<file path="config.mk">
export PLATFORM = sky130hd
export DESIGN_NAME = nkmm_prog_arb_flat
export DESIGN_NICKNAME = d
export VERILOG_FILES = /design/src/rtl/nkmm_prog_arb_pkg.sv /design/src/rtl/nkmm_prog_arb_if.sv /design/src/rtl/nkmm_prog_arb.sv /design/src/flat_wrapper.sv
export SDC_FILE = /design/constraint.sdc
export NUM_CORES = 1
export LEC_CHECK = 0
export ABC_AREA = 0
export CORE_MARGIN = 8
export CORE_UTILIZATION = 29
export CTS_CLUSTER_DIAMETER = 150
export DETAILED_ROUTE_END_ITERATION = 10
export HOLD_SLACK_MARGIN = 0.15
export PLACE_DENSITY_LB_ADDON = 0.25
export SETUP_SLACK_MARGIN = 0.4
export SLEW_MARGIN = 5
export SYNTH_ARGS = -nofsm -noshare
export SYNTH_HDL_FRONTEND = slang
export SYNTH_SLANG_ARGS = --single-unit
</file>
<file path="constraint.sdc">
create_clock -name clk -period 2 [get_ports clk]
set_input_delay 0.4 -clock clk [delete_from_list [all_inputs] [get_ports clk]]
set_output_delay 0.4 -clock clk [all_outputs]
set_load 0.02 [all_outputs]
</file>
<file path="src/rtl/nkmm_prog_arb_pkg.sv">
// Shared types and constants for the nkmm program-RAM arbiter.
package nkmm_prog_arb_pkg;

  localparam int PROG_ADDR_WIDTH = 10;
  localparam int INSN_WIDTH      = 32;

  // Arbiter ownership states.
  typedef enum logic [1:0] {
    PARB_RUN    = 2'd0,
    PARB_DRAIN  = 2'd1,
    PARB_LOCKED = 2'd2
  } parb_state_e;

  // Destination of the RAM read data that returns next cycle.
  typedef enum logic [1:0] {
    RET_NONE = 2'd0,
    RET_CPU  = 2'd1,
    RET_HOST = 2'd2
  } ret_src_e;

  // At most one of the two fields is ever set.
  typedef struct packed {
    logic cpu;
    logic host;
  } grant_t;

  // Where a grant issued this cycle sends its read data; host writes return nothing.
  function automatic ret_src_e ret_src(input grant_t gnt, input logic host_we);
    if (gnt.cpu)                 return RET_CPU;
    else if (gnt.host && !host_we) return RET_HOST;
    else                         return RET_NONE;
  endfunction

endpackage

</file>
<file path="src/rtl/nkmm_prog_arb_if.sv">
// CPU fetch port, host port and RAM macro port of the program-RAM arbiter.
interface nkmm_prog_arb_if
  import nkmm_prog_arb_pkg::*;
#(
  parameter int AW = PROG_ADDR_WIDTH,
  parameter int DW = INSN_WIDTH
) ();

  // CPU fetch port
  logic          cpu_req_i;
  logic [AW-1:0] cpu_addr_i;
  logic          cpu_stall_o;
  logic          cpu_valid_o;
  logic [DW-1:0] cpu_data_o;

  // Host download / readback port
  logic          host_req_i;
  logic          host_we_i;
  logic [AW-1:0] host_addr_i;
  logic [DW-1:0] host_wdata_i;
  logic          host_lock_i;
  logic          host_ack_o;
  logic          host_locked_o;
  logic          host_rvalid_o;
  logic [DW-1:0] host_rdata_o;

  // Program RAM macro port
  logic          mem_en_o;
  logic          mem_we_o;
  logic [AW-1:0] mem_addr_o;
  logic [DW-1:0] mem_wdata_o;
  logic [DW-1:0] mem_rdata_i;

  // Arbiter side.
  modport slave (
    input  cpu_req_i, cpu_addr_i,
    input  host_req_i, host_we_i, host_addr_i, host_wdata_i, host_lock_i,
    input  mem_rdata_i,
    output cpu_stall_o, cpu_valid_o, cpu_data_o,
    output host_ack_o, host_locked_o, host_rvalid_o, host_rdata_o,
    output mem_en_o, mem_we_o, mem_addr_o, mem_wdata_o
  );

  // Environment side: CPU, host and RAM macro.
  modport master (
    output cpu_req_i, cpu_addr_i,
    output host_req_i, host_we_i, host_addr_i, host_wdata_i, host_lock_i,
    output mem_rdata_i,
    input  cpu_stall_o, cpu_valid_o, cpu_data_o,
    input  host_ack_o, host_locked_o, host_rvalid_o, host_rdata_o,
    input  mem_en_o, mem_we_o, mem_addr_o, mem_wdata_o
  );

endinterface

</file>
<file path="src/rtl/nkmm_prog_arb.sv">
// Shares one single-port program RAM between the nkmm_cpu fetch port and a
// host download/readback port. Host has priority, a starvation counter forces
// a CPU grant after STARVE_LIMIT consecutive host wins, and host_lock_i gives
// the host exclusive ownership once any CPU fetch in flight has returned.
module nkmm_prog_arb
  import nkmm_prog_arb_pkg::*;
#(
  parameter int AW           = PROG_ADDR_WIDTH,
  parameter int DW           = INSN_WIDTH,
  parameter int STARVE_LIMIT = 4
) (
  input  logic            clk,
  input  logic            rst,   // asynchronous, active low
  nkmm_prog_arb_if.slave  bus
);

  localparam int CW = $clog2(STARVE_LIMIT + 1);

  parb_state_e   state_q, state_d;
  logic [CW-1:0] starve_cnt_q, starve_cnt_d;
  ret_src_e      ret_q, ret_d;
  logic [DW-1:0] hold_q;
  grant_t        gnt;
  logic          starved;
  logic [AW-1:0] sel_addr;

  assign starved = (starve_cnt_q == CW'(STARVE_LIMIT));

  // Grant decision: combinational from current requests and state.
  always_comb begin
    // NOTE: every variable driven here gets a default first, so no path can leave it unassigned and infer a latch.
    gnt = '0;
    // NOTE: grants are gated by the asynchronous reset itself, so no RAM strobe escapes while rst is held low.
    if (rst) begin
      case (state_q)
        PARB_RUN: begin
          gnt.cpu  = bus.cpu_req_i & (~bus.host_req_i | starved);
          gnt.host = bus.host_req_i & ~gnt.cpu;
        end
        PARB_DRAIN, PARB_LOCKED: begin
          gnt.host = bus.host_req_i;
        end
        default: gnt = '0;
      endcase
    end
  end

  // Next state and starvation count; the counter only runs in RUN.
  always_comb begin
    state_d      = state_q;
    starve_cnt_d = '0;
    case (state_q)
      PARB_RUN: begin
        if (bus.cpu_req_i && gnt.host) begin
          starve_cnt_d = starved ? starve_cnt_q : starve_cnt_q + CW'(1);
        end
        if (bus.host_lock_i) begin
          state_d = gnt.cpu ? PARB_DRAIN : PARB_LOCKED;
        end
      end
      PARB_DRAIN: begin
        // The outstanding CPU return always completes in this cycle.
        state_d = PARB_LOCKED;
      end
      PARB_LOCKED: begin
        if (!bus.host_lock_i) state_d = PARB_RUN;
      end
      default: state_d = PARB_RUN;
    endcase
  end

  // Return tracker: remembers who receives the read data next cycle.
  always_comb begin
    ret_d = ret_src(gnt, bus.host_we_i);
  end

  // State, counter and return-tracker registers.
  always_ff @(posedge clk or negedge rst) begin
    // NOTE: sequential state uses non-blocking assignments so every flop samples pre-edge values.
    if (!rst) begin
      state_q      <= PARB_RUN;
      starve_cnt_q <= '0;
      ret_q        <= RET_NONE;
    end else begin
      state_q      <= state_d;
      starve_cnt_q <= starve_cnt_d;
      ret_q        <= ret_d;
    end
  end

  // Hold register: keeps the last fetched instruction between CPU returns.
  always_ff @(posedge clk or negedge rst) begin
    // NOTE: this is a single word observable on cpu_data_o, so it is reset; a real storage array would not be.
    if (!rst) begin
      hold_q <= '0;
    end else if (ret_q == RET_CPU) begin
      hold_q <= bus.mem_rdata_i;
    end
  end

  // RAM port: the granted source drives address and data.
  assign sel_addr        = gnt.host ? bus.host_addr_i : bus.cpu_addr_i;
  assign bus.mem_en_o    = gnt.cpu | gnt.host;
  assign bus.mem_we_o    = gnt.host & bus.host_we_i;
  assign bus.mem_addr_o  = sel_addr;
  assign bus.mem_wdata_o = bus.host_wdata_i;

  // CPU side.
  assign bus.cpu_stall_o = bus.cpu_req_i & ~gnt.cpu;
  assign bus.cpu_valid_o = (ret_q == RET_CPU);
  assign bus.cpu_data_o  = bus.cpu_valid_o ? bus.mem_rdata_i : hold_q;

  // Host side.
  assign bus.host_ack_o    = gnt.host;
  assign bus.host_locked_o = (state_q == PARB_LOCKED);
  assign bus.host_rvalid_o = (ret_q == RET_HOST);
  assign bus.host_rdata_o  = bus.mem_rdata_i;

  // Structural invariants.
  a_one_grant : assert property (@(posedge clk) disable iff (!rst) !(gnt.cpu && gnt.host));
  a_no_cpu_when_owned : assert property (@(posedge clk) disable iff (!rst)
    (state_q != PARB_RUN) |-> !gnt.cpu);

endmodule
</file>
<file path="src/flat_wrapper.sv">
// flat-port wrapper written by rule: the top's interface ports become plain ports
module nkmm_prog_arb_flat import nkmm_prog_arb_pkg::*;
#(
  parameter int AW           = PROG_ADDR_WIDTH,
  parameter int DW           = INSN_WIDTH,
  parameter int STARVE_LIMIT = 4
)
  (clk, rst, bus_cpu_req_i, bus_cpu_addr_i, bus_host_req_i, bus_host_we_i, bus_host_addr_i, bus_host_wdata_i, bus_host_lock_i, bus_mem_rdata_i, bus_cpu_stall_o, bus_cpu_valid_o, bus_cpu_data_o, bus_host_ack_o, bus_host_locked_o, bus_host_rvalid_o, bus_host_rdata_o, bus_mem_en_o, bus_mem_we_o, bus_mem_addr_o, bus_mem_wdata_o);
  nkmm_prog_arb_if #(.AW(AW), .DW(DW)) bus_i ();
  input  logic clk;
  input  logic rst;
  input wire logic [$bits(bus_i.cpu_req_i)-1:0] bus_cpu_req_i;
  input wire logic [$bits(bus_i.cpu_addr_i)-1:0] bus_cpu_addr_i;
  input wire logic [$bits(bus_i.host_req_i)-1:0] bus_host_req_i;
  input wire logic [$bits(bus_i.host_we_i)-1:0] bus_host_we_i;
  input wire logic [$bits(bus_i.host_addr_i)-1:0] bus_host_addr_i;
  input wire logic [$bits(bus_i.host_wdata_i)-1:0] bus_host_wdata_i;
  input wire logic [$bits(bus_i.host_lock_i)-1:0] bus_host_lock_i;
  input wire logic [$bits(bus_i.mem_rdata_i)-1:0] bus_mem_rdata_i;
  output wire logic [$bits(bus_i.cpu_stall_o)-1:0] bus_cpu_stall_o;
  output wire logic [$bits(bus_i.cpu_valid_o)-1:0] bus_cpu_valid_o;
  output wire logic [$bits(bus_i.cpu_data_o)-1:0] bus_cpu_data_o;
  output wire logic [$bits(bus_i.host_ack_o)-1:0] bus_host_ack_o;
  output wire logic [$bits(bus_i.host_locked_o)-1:0] bus_host_locked_o;
  output wire logic [$bits(bus_i.host_rvalid_o)-1:0] bus_host_rvalid_o;
  output wire logic [$bits(bus_i.host_rdata_o)-1:0] bus_host_rdata_o;
  output wire logic [$bits(bus_i.mem_en_o)-1:0] bus_mem_en_o;
  output wire logic [$bits(bus_i.mem_we_o)-1:0] bus_mem_we_o;
  output wire logic [$bits(bus_i.mem_addr_o)-1:0] bus_mem_addr_o;
  output wire logic [$bits(bus_i.mem_wdata_o)-1:0] bus_mem_wdata_o;
  assign bus_i.cpu_req_i = bus_cpu_req_i;
  assign bus_i.cpu_addr_i = bus_cpu_addr_i;
  assign bus_i.host_req_i = bus_host_req_i;
  assign bus_i.host_we_i = bus_host_we_i;
  assign bus_i.host_addr_i = bus_host_addr_i;
  assign bus_i.host_wdata_i = bus_host_wdata_i;
  assign bus_i.host_lock_i = bus_host_lock_i;
  assign bus_i.mem_rdata_i = bus_mem_rdata_i;
  assign bus_cpu_stall_o = bus_i.cpu_stall_o;
  assign bus_cpu_valid_o = bus_i.cpu_valid_o;
  assign bus_cpu_data_o = bus_i.cpu_data_o;
  assign bus_host_ack_o = bus_i.host_ack_o;
  assign bus_host_locked_o = bus_i.host_locked_o;
  assign bus_host_rvalid_o = bus_i.host_rvalid_o;
  assign bus_host_rdata_o = bus_i.host_rdata_o;
  assign bus_mem_en_o = bus_i.mem_en_o;
  assign bus_mem_we_o = bus_i.mem_we_o;
  assign bus_mem_addr_o = bus_i.mem_addr_o;
  assign bus_mem_wdata_o = bus_i.mem_wdata_o;
  nkmm_prog_arb #(.AW(AW), .DW(DW), .STARVE_LIMIT(STARVE_LIMIT)) u_core (.clk(clk), .rst(rst), .bus(bus_i));
endmodule
</file>
# Yosys cells after proc, flatten, opt, wreduce, memory -nomap -nowiden

Cells that the tools add are included.

Output and inout port bits: 113
Register bits after elaboration: 39
Logic and storage cells: 42

Equal/unequal tests: 8
Reductions and logical operators: 6
$add $sub $neg: 1
Muxes and demuxes: 14
Bitwise logic cells: 9

Operators with widths:

| kind                | count |
|---|---|
| $mux 32             | 1 |
| $mux 2              | 6 |
| $mux 10             | 1 |
| $mux 3              | 3 |
| $pmux 2 s3          | 1 |
| $and 1x1->1         | 4 |
| $eq 2x1->1 const B  | 2 |
| $eq 2x2->1 const B  | 2 |
| $ne 2x2->1 const B  | 2 |
| $add 3x1->3 const B | 1 |
| $eq 3x3->1 const B  | 1 |
| $ne 3x3->1 const B  | 1 |
| $not 1->1           | 3 |
| $logic_and 1x1->1   | 2 |
| $logic_not 2->1     | 1 |
| $or 1x1->1          | 2 |
| $pmux 1 s2          | 1 |
| $reduce_and 2->1    | 1 |
| $reduce_or 2->1     | 1 |
| $logic_not 1->1     | 1 |
| $mux 1              | 1 |

# Logic depth before layout (Yosys ltp)

Gate-level depths: netlist (run 1).

Word-level depth: 10
Gate-level depth with buffers: 6
Depth with buffers taken out: 5

# Worst setup path before layout (run 1)

Ideal clock, no wire load.

Kind: flip-flop to output port
Start point: register u_core.state_q[1]
End point: output port bus_mem_addr_o[3]
Path slack: -202 ps
Path buffers: 1
Arrival time: 1802 ps
Cell stages (with the launch flop): 7
Cell sequence: dfrtp_1 -> inv_1 -> ha_1 -> and4b_4 -> nor3_4 -> buf_6 -> mux2_4

Word-level cells in the longest chain between the ends: 5
Elaborated cells on any way between the ends: 7
Classes of those cells: 2 x eq/ne; 3 x mux; 2 x reduce/logical

RTL lines:

| element                                         | RTL line             | text |
|---|---|---|
| start: declaration                              | nkmm_prog_arb.sv:19  | `parb_state_e state_q, state_d;` |
| start signal: assignment                        | nkmm_prog_arb.sv:85  | `state_q <= state_d;` |
| $eq 2x2->1 / $eq 2x1->1 (equally long branches) | nkmm_prog_arb.sv:35  | `case (state_q)` |
| $reduce_or 2->1                                 | nkmm_prog_arb.sv:35  |  |
| $pmux 1 s2 *                                    | nkmm_prog_arb.sv:35  |  |
| $mux 2 *                                        | nkmm_prog_arb.sv:34  | `if (rst) begin` |
| via bus_host_ack_o                              | flat_wrapper.sv:23   | `output wire logic [$bits(bus_i.host_ack_o)-1:0] bus_host_ack_o;` |
| $mux 10 *                                       | nkmm_prog_arb.sv:102 | `assign sel_addr = gnt.host ? bus.host_addr_i : bus.cpu_addr_i;` |
| end: declaration                                | flat_wrapper.sv:29   | `output wire logic [$bits(bus_i.mem_addr_o)-1:0] bus_mem_addr_o;` |

Mark *: on every way through the listed nets, which the timed path passes. The rest lies on a longest branch.

# Worst setup path after layout (run 1)

Start point: register u_core.state_q[1]
End point: output port bus_mem_en_o

Word-level cells in the longest chain between the ends: 5
Elaborated cells on any way between the ends: 8
Classes of those cells: 2 x eq/ne; 3 x mux; 1 x bitwise; 2 x reduce/logical

RTL lines:

| element                                         | RTL line             | text |
|---|---|---|
| $eq 2x2->1 / $eq 2x1->1 (equally long branches) | nkmm_prog_arb.sv:35  |  |
| $reduce_or 2->1                                 | nkmm_prog_arb.sv:35  |  |
| $pmux 1 s2                                      | nkmm_prog_arb.sv:35  |  |
| $mux 2 *                                        | nkmm_prog_arb.sv:34  |  |
| $or 1x1->1 *                                    | nkmm_prog_arb.sv:103 | `assign bus.mem_en_o = gnt.cpu \| gnt.host;` |
| end: declaration                                | flat_wrapper.sv:27   | `output wire logic [$bits(bus_i.mem_en_o)-1:0] bus_mem_en_o;` |

Mark *: on every way between the ends. The rest lies on a longest branch, timed or not.

==> metrics, run 1 <==
Clock H-tree levels 2; run status complete, but fails checks; average cell area after synthesis 12.0 µm²; dominant synthesized flop cell dfrtp_1; CTS tree built; number of global-route vias before repair 1975; number of max-cap violations 0; combined global-route utilization of all metal layers 12.3%; Clk pin slew, worst setup/hold paths 0.09 ns; clock latency reported for the late side of the worst-skew pair 0.29 ns; worst stage delay on the critical path 0.39 ns; floorplan die width 105 µm; area used by multi-input combinational logic 1020 µm²; Cells after Synth 191; path type of the worst min-delay path primary input to async pin; clock net sink count 39; DRC viols 0; maximum number of pins on one net before global-route repair 40; worst-case vdd ir drop 0.589 mV; Std-Cell Core Area 7690 µm²; actual transition at the worst max-transition pin 0.522 ns; Setup CP Type register to primary output; Worst Hold Slack 0.315 ns; total wire length after detailed routing 7050 µm; Post-synth ARST share 100%; Highest Clock Rate 0.387 GHz; gate family responsible for the most delay along the worst path buffers and inverters; quantity of I/O buffers inserted on ports 138; Root Driver clkbuf_8; Iteration-0 DRC Markers 54; number of iterations in the first detailed-routing pass 4; Yosys reg bits 39; average wire per standard cell 16.7 µm; instance area at placement 3510 µm²; setup TNS after final layout -7.83 ns; arrival time at the worst endpoint 2.18 ns; Max Slew Vio Count 0; aggregate global routing overflow 0; endpoints failing hold 0; post-DR vias/cell 4.21; CTS buffer count 5; area of all placed cells without fillers 4190 µm²; Post-synth EDFFs 0; Post-synth top cells buf_4, dfrtp_1, mux2_2; vias after detailed routing 1779; area share of the largest cell type after synthesis 42.6%; top-level port count 203; count of endpoints failing setup in the final report 38; RSZ-0062 raised after global routing true; fin crit share 129%; post-synthesis to final-layout area growth 83.0%; fraction of final layout cells sized beyond drive strength 1 63.2%; post-route clock skew 0.0112 ns; cell taking the most area after synthesis dfrtp_1; global-route wire length before repair 11000 µm; number of antenna violations at the first check in global routing 0; net count after synthesis 287; highest net fanout along the worst path 6; number of nets with antenna violations after routing 0; cell types occupying the most area after synthesis dfrtp_1, buf_4, mux2_2; post-DP HPWL 4840 µm; synth unique cells 28; count of synthesis-stage warnings from yosys 0; Die Footprint 11000 µm²; endpoint class of the critical path primary output; min Tclk post-route 2.58 ns; most common cell in the netlist buf_4; clk buf depth 2; critical-path cell list buf_4 > inv_4 > ha_4 > and4b_4 > nor3_4 > buf_6 > buf_16 > buf_4 > or2_4 > buf_6; worst-case setup margin in the final layout -0.582 ns; placer's final routability congestion estimate 0.736; power density of the placed cells 1240 nW/µm²; sequential area share after synthesis 42.6%; worst path buffer plus inverter count 6; CP required 1.60 ns; number of inserted diodes 0; failing checks negative setup slack; Mapped Area 2290 µm²; Static Leakage 0.00196 µW; sequential cell area 976 µm²; worst slew margin relative to its limit 65.2%; effective utilization at floorplan 29.8%; startpoint kind of the worst setup timing path register; fill cell total of the finished layout 673; die outline height 105 µm; net count of the finished layout 416; # rows 32; Worst path slowest cell dfrtp_1
-- flip-flops by register name, indices dropped and copies added (netlist names) --
signal               count
u_core.starve_cnt_q      3
u_core.ret_q             2
u_core.hold_q           32
u_core.state_q           2
-- metrics by stage --
| stage | utilization (%) | setup slack, ns | power [µW] | cells |
|---|---|---|---|---|
| floorplan | - | -0.0738 | 2660 | 191 |
| global placement | 45.7 | -0.692 | 3730 | 384 |
| detailed placement | 45.7 | -0.706 | 3760 | 384 |
| CTS | 54.0 | -0.543 | 5040 | 414 |
| global route | 54.5 | -0.642 | 5480 | 423 |
| finish | 54.5 | -0.582 | 5190 | 423 |
-- kinds of logic after synthesis --
group / Yosys count / synth area share [%]
and+or+nand+nor: 22 / 6.67
muxes: 44 / 22.6
DFF: 39 / 42.6
adders and majority gates: 6 / 3.28
AOI/OAI and AO/OA: 7 / 1.86
buffers and inverters: 73 / 23.0
-- final timing paths --
kind	start	end	slack, ns	depth (start not counted)
setup / recovery	u_core.state_q[1]	bus_mem_en_o	-0.58	10
max in group asynchronous	rst	u_core.hold_q[24]	1.30	3
hold / removal	rst	u_core.hold_q[13]	0.31	3
min in group clk	u_core.hold_q[7]	u_core.hold_q[7]	0.50	1
hold reg to reg	u_core.hold_q[7]	u_core.hold_q[7]	0.50	1
setup reg to reg	u_core.state_q[1]	u_core.ret_q[1]	0.20	9
-- cells in the final DEF, fill, tap and decap left out, types with 3 or more instances in the layout --
master,n
clkbuf_2,19
ha_4,4
nand2_1,4
buf_6,57
buf_2,5
buf_12,5
mux2_4,42
buf_4,33
clkdlybuf4s15_2,8
dfrtp_1,39
clkbuf_8,6
clkdlybuf4s50_1,56
buf_16,4
a21oi_1,3
-- where the power goes --
| part | total [µW] | switching, µW | leakage [µW] | internal, µW |
|---|---|---|---|---|
| combinational | 3260 | 1380 | 0.00142 | 1880 |
| sequential | 1230 | 101 | 0.000478 | 1130 |
| clock | 700 | 289 | 0.0000618 | 411 |
-- worst min-delay path, cell delays in order --
cell	delay, ns
buf_2	0.11
buf_4	0.12
buf_4	0.43
-- timing repair --
item,in CTS,in global routing
gates resized for setup,417,43
buffers inserted,18,9
endpoints found under the setup margin,82,68
hold buffers,0,0
gates cloned,4,0
pin swaps,4,3
-- per-layer routing --
layer	wire [µm]	global-route usage, %	vias up
met2	3710	22.0	87
met1	2740	13.6	841
met4	86	2.85	0
met3	504	4.30	8
met5	0	0	-
li1	-	-	843
-- final cells by class --
type	instances	share of cell area, %
Sequential cell	39	23.3
Clock buffer	6	1.97
Inverter	4	0.478
Timing Repair Buffer	191	45.9
Tap cell	102	3.05
Multi-Input combinational cell	79	24.4
Clock inverter	2	0.926
Power figures use the tool's default switching activity.
==> inputs of run 2 (changes only) <==
CORE_MARGIN = default   (was 8)
==> metrics, run 2 (synthesized netlist as in run 1, its figures left out) <==
Setup CP Type register to primary output; instance count after placement with tap cells included 383; placer's final routability congestion estimate 0.741; number of nets with antenna violations after routing 0; # rows 32; power density of the placed cells 1210 nW/µm²; Top reg by flops u_core.hold_q; worst stage delay on the critical path 0.42 ns; fill cell total of the finished layout 690; clk buf depth 2; post-synthesis to final-layout area growth 83.0%; vias after detailed routing 1791; Die Footprint 8250 µm²; path type of the worst min-delay path primary input to async pin; total wire length after detailed routing 6370 µm; leading cell type in the layout, fill and taps excluded buf_6; highest metal layer with signal wires met4; average wire per standard cell 15.0 µm; area of all placed cells without fillers 4190 µm²; Clock H-tree levels 2; dominant cell type by count on the critical path buf_6; post-DR vias/cell 4.21; setup TNS after final layout -8.30 ns; Root Driver clkbuf_8; effective utilization at floorplan 29.8%; clock net sink count 39; DRC viols 0; die outline height 90.8 µm; min Tclk post-route 2.53 ns; run status complete, but fails checks; Clk pin slew, worst setup/hold paths 0.08 ns; CP required 1.60 ns; instance area at placement 3490 µm²; Std-Cell Core Area 7690 µm²; fin crit share 126%; post-route clock skew 0.00528 ns; fraction of final layout cells sized beyond drive strength 1 62.8%; global-route wire length before repair 10100 µm; number of antenna violations at the first check in global routing 0; count of hold-fix buffers inserted at cts 0; quantity of I/O buffers inserted on ports 138; net count of the finished layout 418; arrival time at the worst endpoint 2.13 ns; count of endpoints failing setup in the final report 42; Static Leakage 0.00195 µW; Worst path slowest cell dfrtp_1; floorplan die width 90.8 µm; worst setup timing slack at the placement stage -0.693 ns; number of max-cap violations 0; endpoints failing hold 0; actual transition at the worst max-transition pin 0.510 ns; largest registers ranked by flip-flop count u_core.hold_q: 32 flops, u_core.starve_cnt_q: 3 flops; number of iterations in the first detailed-routing pass 5; endpoint class of the critical path primary output; critical-path cell list buf_6 > ha_4 > nand3b_1 > nor3_4 > buf_6 > buf_16 > mux2_4 > buf_6; sequential cell area 976 µm²; RSZ-0062 raised after global routing true; combined global-route utilization of all metal layers 15.4%; startpoint kind of the worst setup timing path register; CTS tree built; aggregate global routing overflow 0; worst-case setup margin in the final layout -0.526 ns; critical path launch point u_core.state_q[1]; max FFs per register 32; Max Slew Vio Count 0; top-level port count 203; worst-case vdd ir drop 0.652 mV; Iteration-0 DRC Markers 26; WL met2 3140 µm; worst slew margin relative to its limit 66.0%; area used by multi-input combinational logic 1040 µm²; number of global-route vias before repair 1883; highest net fanout along the worst path 6; metal3 WL 468 µm; number of inserted diodes 0; Highest Clock Rate 0.396 GHz; worst-case reg-to-reg path depth 9; post-DP HPWL 3970 µm; failing checks negative setup slack; CTS buffer count 5; maximum number of pins on one net before global-route repair 40; Reg2Reg Launch Point u_core.state_q[0]; clock latency reported for the late side of the worst-skew pair 0.29 ns; routed metal-1 wire length 2740 µm; leading cell types in the layout, fill and taps excluded buf_6, clkdlybuf4s50_1, mux2_4, dfrtp_1, buf_4; Finished Layout Cells 425
==> run 2: through the flow <==
| stage | utilization, % | total power [µW] | hold slack (ns) |
|---|---|---|---|
| 6_report | 54.5 | 5070 | 0.376 |
| 5_1_grt | 54.5 | 5360 | 0.426 |
| 4_1_cts | 53.5 | 4850 | 0.394 |
| 2_1_floorplan | - | 2660 | 0.104 |
| 3_3_place_gp | 45.4 | 3690 | 0.479 |
| 3_5_place_dp | 45.4 | 3730 | 0.484 |
==> run 2: final timing paths <==
| check | end | slack (ns) |
|---|---|---|
| max in group asynchronous | u_core.hold_q[14] | 1.27 |
| hold / removal | u_core.state_q[0] | 0.38 |
| setup reg to reg | u_core.ret_q[1] | 0.24 |
| setup / recovery | bus_mem_addr_o[8] | -0.53 |
| hold reg to reg | u_core.hold_q[11] | 0.50 |
| min in group clk | u_core.hold_q[11] | 0.50 |
==> run 2: final cells by class <==
cell class,count,area share [%]
repair buffers,193,46.4
multi-input cells,79,24.8
flip-flops and latches,39,23.3
well taps,102,3.05
clock buffers,6,1.73
inverters,4,0.418
clock inverters,2,0.299
==> run 2: worst max-delay path: cells and delay by family, from the launching register on <==
kind	cells	cell delay [ns]
muxes	1	0.30
adders and majority gates	1	0.14
DFF	1	0.42
buffers and inverters	4	0.53
and+or+nand+nor	2	0.46
==> run 2: power by group <==
part	total, µW	internal (µW)	switching (µW)
Combinational	3310	1920	1390
Sequential	1240	1130	105
Clock	531	244	287
==> run 2: layer usage <==
metal,GRT usage (%),up-vias
met4,2.65,0
met5,0,-
met1,19.3,866
met2,26.3,76
li1,-,841
met3,4.63,8
==> run 2: what timing repair did <==
item / in CTS / in global routing
resized for setup: 409 / 50
gates cloned: 4 / 0
setup endpoints to repair: 82 / 69
pin swaps: 3 / 3
setup buffers: 21 / 9
==> inputs of run 3 (changes only) <==
MAX_ROUTING_LAYER = met4   (was default)
==> metrics, run 3 (synthesized netlist as in run 1, its figures left out) <==
endpoints failing hold 0; Clk pin slew, worst setup/hold paths 0.08 ns; endpoint class of the critical path primary output; actual transition at the worst max-transition pin 0.505 ns; quantity of I/O buffers inserted on ports 138; aggregate global routing overflow 0; Max Slew Vio Count 0; Std-Cell Core Area 7690 µm²; number of iterations in the first detailed-routing pass 5; fin crit share 126%; worst stage delay on the critical path 0.42 ns; # rows 32; failing checks negative setup slack; clk buf depth 2; vias after detailed routing 1789; Root Driver clkbuf_8; Top reg by flops u_core.hold_q; top-level port count 203; CTS buffer count 5; fraction of final layout cells sized beyond drive strength 1 62.8%; post-DR vias/cell 4.21; CTS tree built; placer's final routability congestion estimate 0.750; effective utilization at floorplan 29.8%; number of global-route vias before repair 1883; RSZ-0062 raised after global routing true; dominant cell type by count on the critical path buf_6; Reg2Reg Capture Point u_core.ret_q[1]; Total Power Consumption 5080 µW; post-DP HPWL 3970 µm; min Tclk post-route 2.52 ns; path type of the worst min-delay path primary input to async pin; worst-case setup margin in the final layout -0.524 ns; worst setup timing slack at the placement stage -0.693 ns; die outline height 90.8 µm; highest net fanout along the worst path 6; clock net sink count 39; worst slew margin relative to its limit 66.3%; Static Leakage 0.00195 µW; startpoint kind of the worst setup timing path register; arrival time at the worst endpoint 2.12 ns; number of antenna violations at the first check in global routing 0; post-synthesis to final-layout area growth 83.0%; Die Footprint 8250 µm²; number of max-cap violations 0; power density of the placed cells 1210 nW/µm²; Reg2Reg Launch Point u_core.state_q[0]; average wire per standard cell 15.0 µm; clock latency reported for the late side of the worst-skew pair 0.28 ns; post-route clock skew 0.00443 ns; Setup CP Type register to primary output; worst-case register-to-register setup slack 0.24 ns; leading cell type in the layout, fill and taps excluded buf_6; number of inserted diodes 0; global-route wire length before repair 10100 µm; critical-path cell list buf_6 > ha_4 > nand3b_1 > nor3_4 > buf_6 > buf_16 > mux2_4 > buf_6; DRC viols 0; maximum number of pins on one net before global-route repair 40; max FFs per register 32; worst-case reg-to-reg path depth 9; leading cell types in the layout, fill and taps excluded buf_6, clkdlybuf4s50_1, mux2_4, dfrtp_1, buf_4; run status complete, but fails checks; Clock H-tree levels 2; net count of the finished layout 418; largest registers ranked by flip-flop count u_core.hold_q: 32 flops, u_core.starve_cnt_q: 3 flops; count of hold-fix buffers inserted at cts 0; worst-case vdd ir drop 0.652 mV; combined global-route utilization of all metal layers 15.8%; count of endpoints failing setup in the final report 42; CP required 1.60 ns; Worst path slowest cell dfrtp_1; floorplan die width 90.8 µm; number of nets with antenna violations after routing 0; total wire length after detailed routing 6380 µm; fill cell total of the finished layout 690; Iteration-0 DRC Markers 28; Highest Clock Rate 0.396 GHz
[run 3: cell counts in the layout (fill, tap and decap cells not counted)]
Identical to the previous run, type by type.
[run 3: layout make-up]
cell class	count	area [µm²]	area share, %
timing repair buffer	193	1940	46.4
multi-input combinational	79	1040	24.8
sequential	39	976	23.3
tap	102	128	3.05
clock buffer	6	72.6	1.73
inverter	4	17.5	0.418
clock inverter	2	12.5	0.299
[run 3: metal layers]
metal | track usage (%) | wire length, µm | up-vias
met4 | 2.65 | 15 | 0
met2 | 26.3 | 3140 | 77
met5 | - | 0 | -
met3 | 4.63 | 468 | 6
met1 | 19.3 | 2750 | 865
li1 | - | - | 841
[run 3: critical path: cells and delay by family (launching register included)]
kind | cells | cell delay (ns)
adders and majority gates | 1 | 0.14
buffers and inverters | 4 | 0.53
DFF | 1 | 0.42
muxes | 1 | 0.30
and+or+nand+nor | 2 | 0.46
[run 3: through the flow]
stage          instance area (µm²)  std cells  utilization (%)  hold slack [ns]  TNS, ns
6_report                      4190        425             54.5            0.373    -8.23
3_3_place_gp                  3490        383             45.4            0.479   -10.71
4_1_cts                       4110        416             53.5            0.394    -9.20
2_1_floorplan                 2320        191                -            0.104   -0.443
5_1_grt                       4190        425             54.5            0.423   -12.15
3_5_place_dp                  3490        383             45.4            0.484   -11.40
[run 3: worst max-delay path by stage]
stage / slack, ns / endpoint / start / depth (start not counted)
after global routing: -0.61 / bus_mem_addr_o[3] / u_core.state_q[1] / 8
after detailed placement: -0.69 / bus_mem_addr_o[9] / bus_host_req_i / 6
final: -0.52 / bus_mem_addr_o[8] / u_core.state_q[1] / 8
after floorplan: -0.07 / bus_mem_addr_o[3] / u_core.state_q[1] / 6
after CTS: -0.54 / bus_mem_addr_o[8] / u_core.state_q[1] / 8
after global placement: -0.68 / bus_mem_addr_o[2] / bus_host_req_i / 6
[run 3: timing repair]
action	in CTS	in global routing
setup endpoints to repair	82	69
resized for setup	409	50
gates cloned	4	0
setup buffers	21	9
pin swaps	3	3
[run 3: power breakdown]
part / switching [µW] / internal, µW
registers: 105 / 1130
clock network: 288 / 244
logic: 1390 / 1920
total: 1780 / 3290
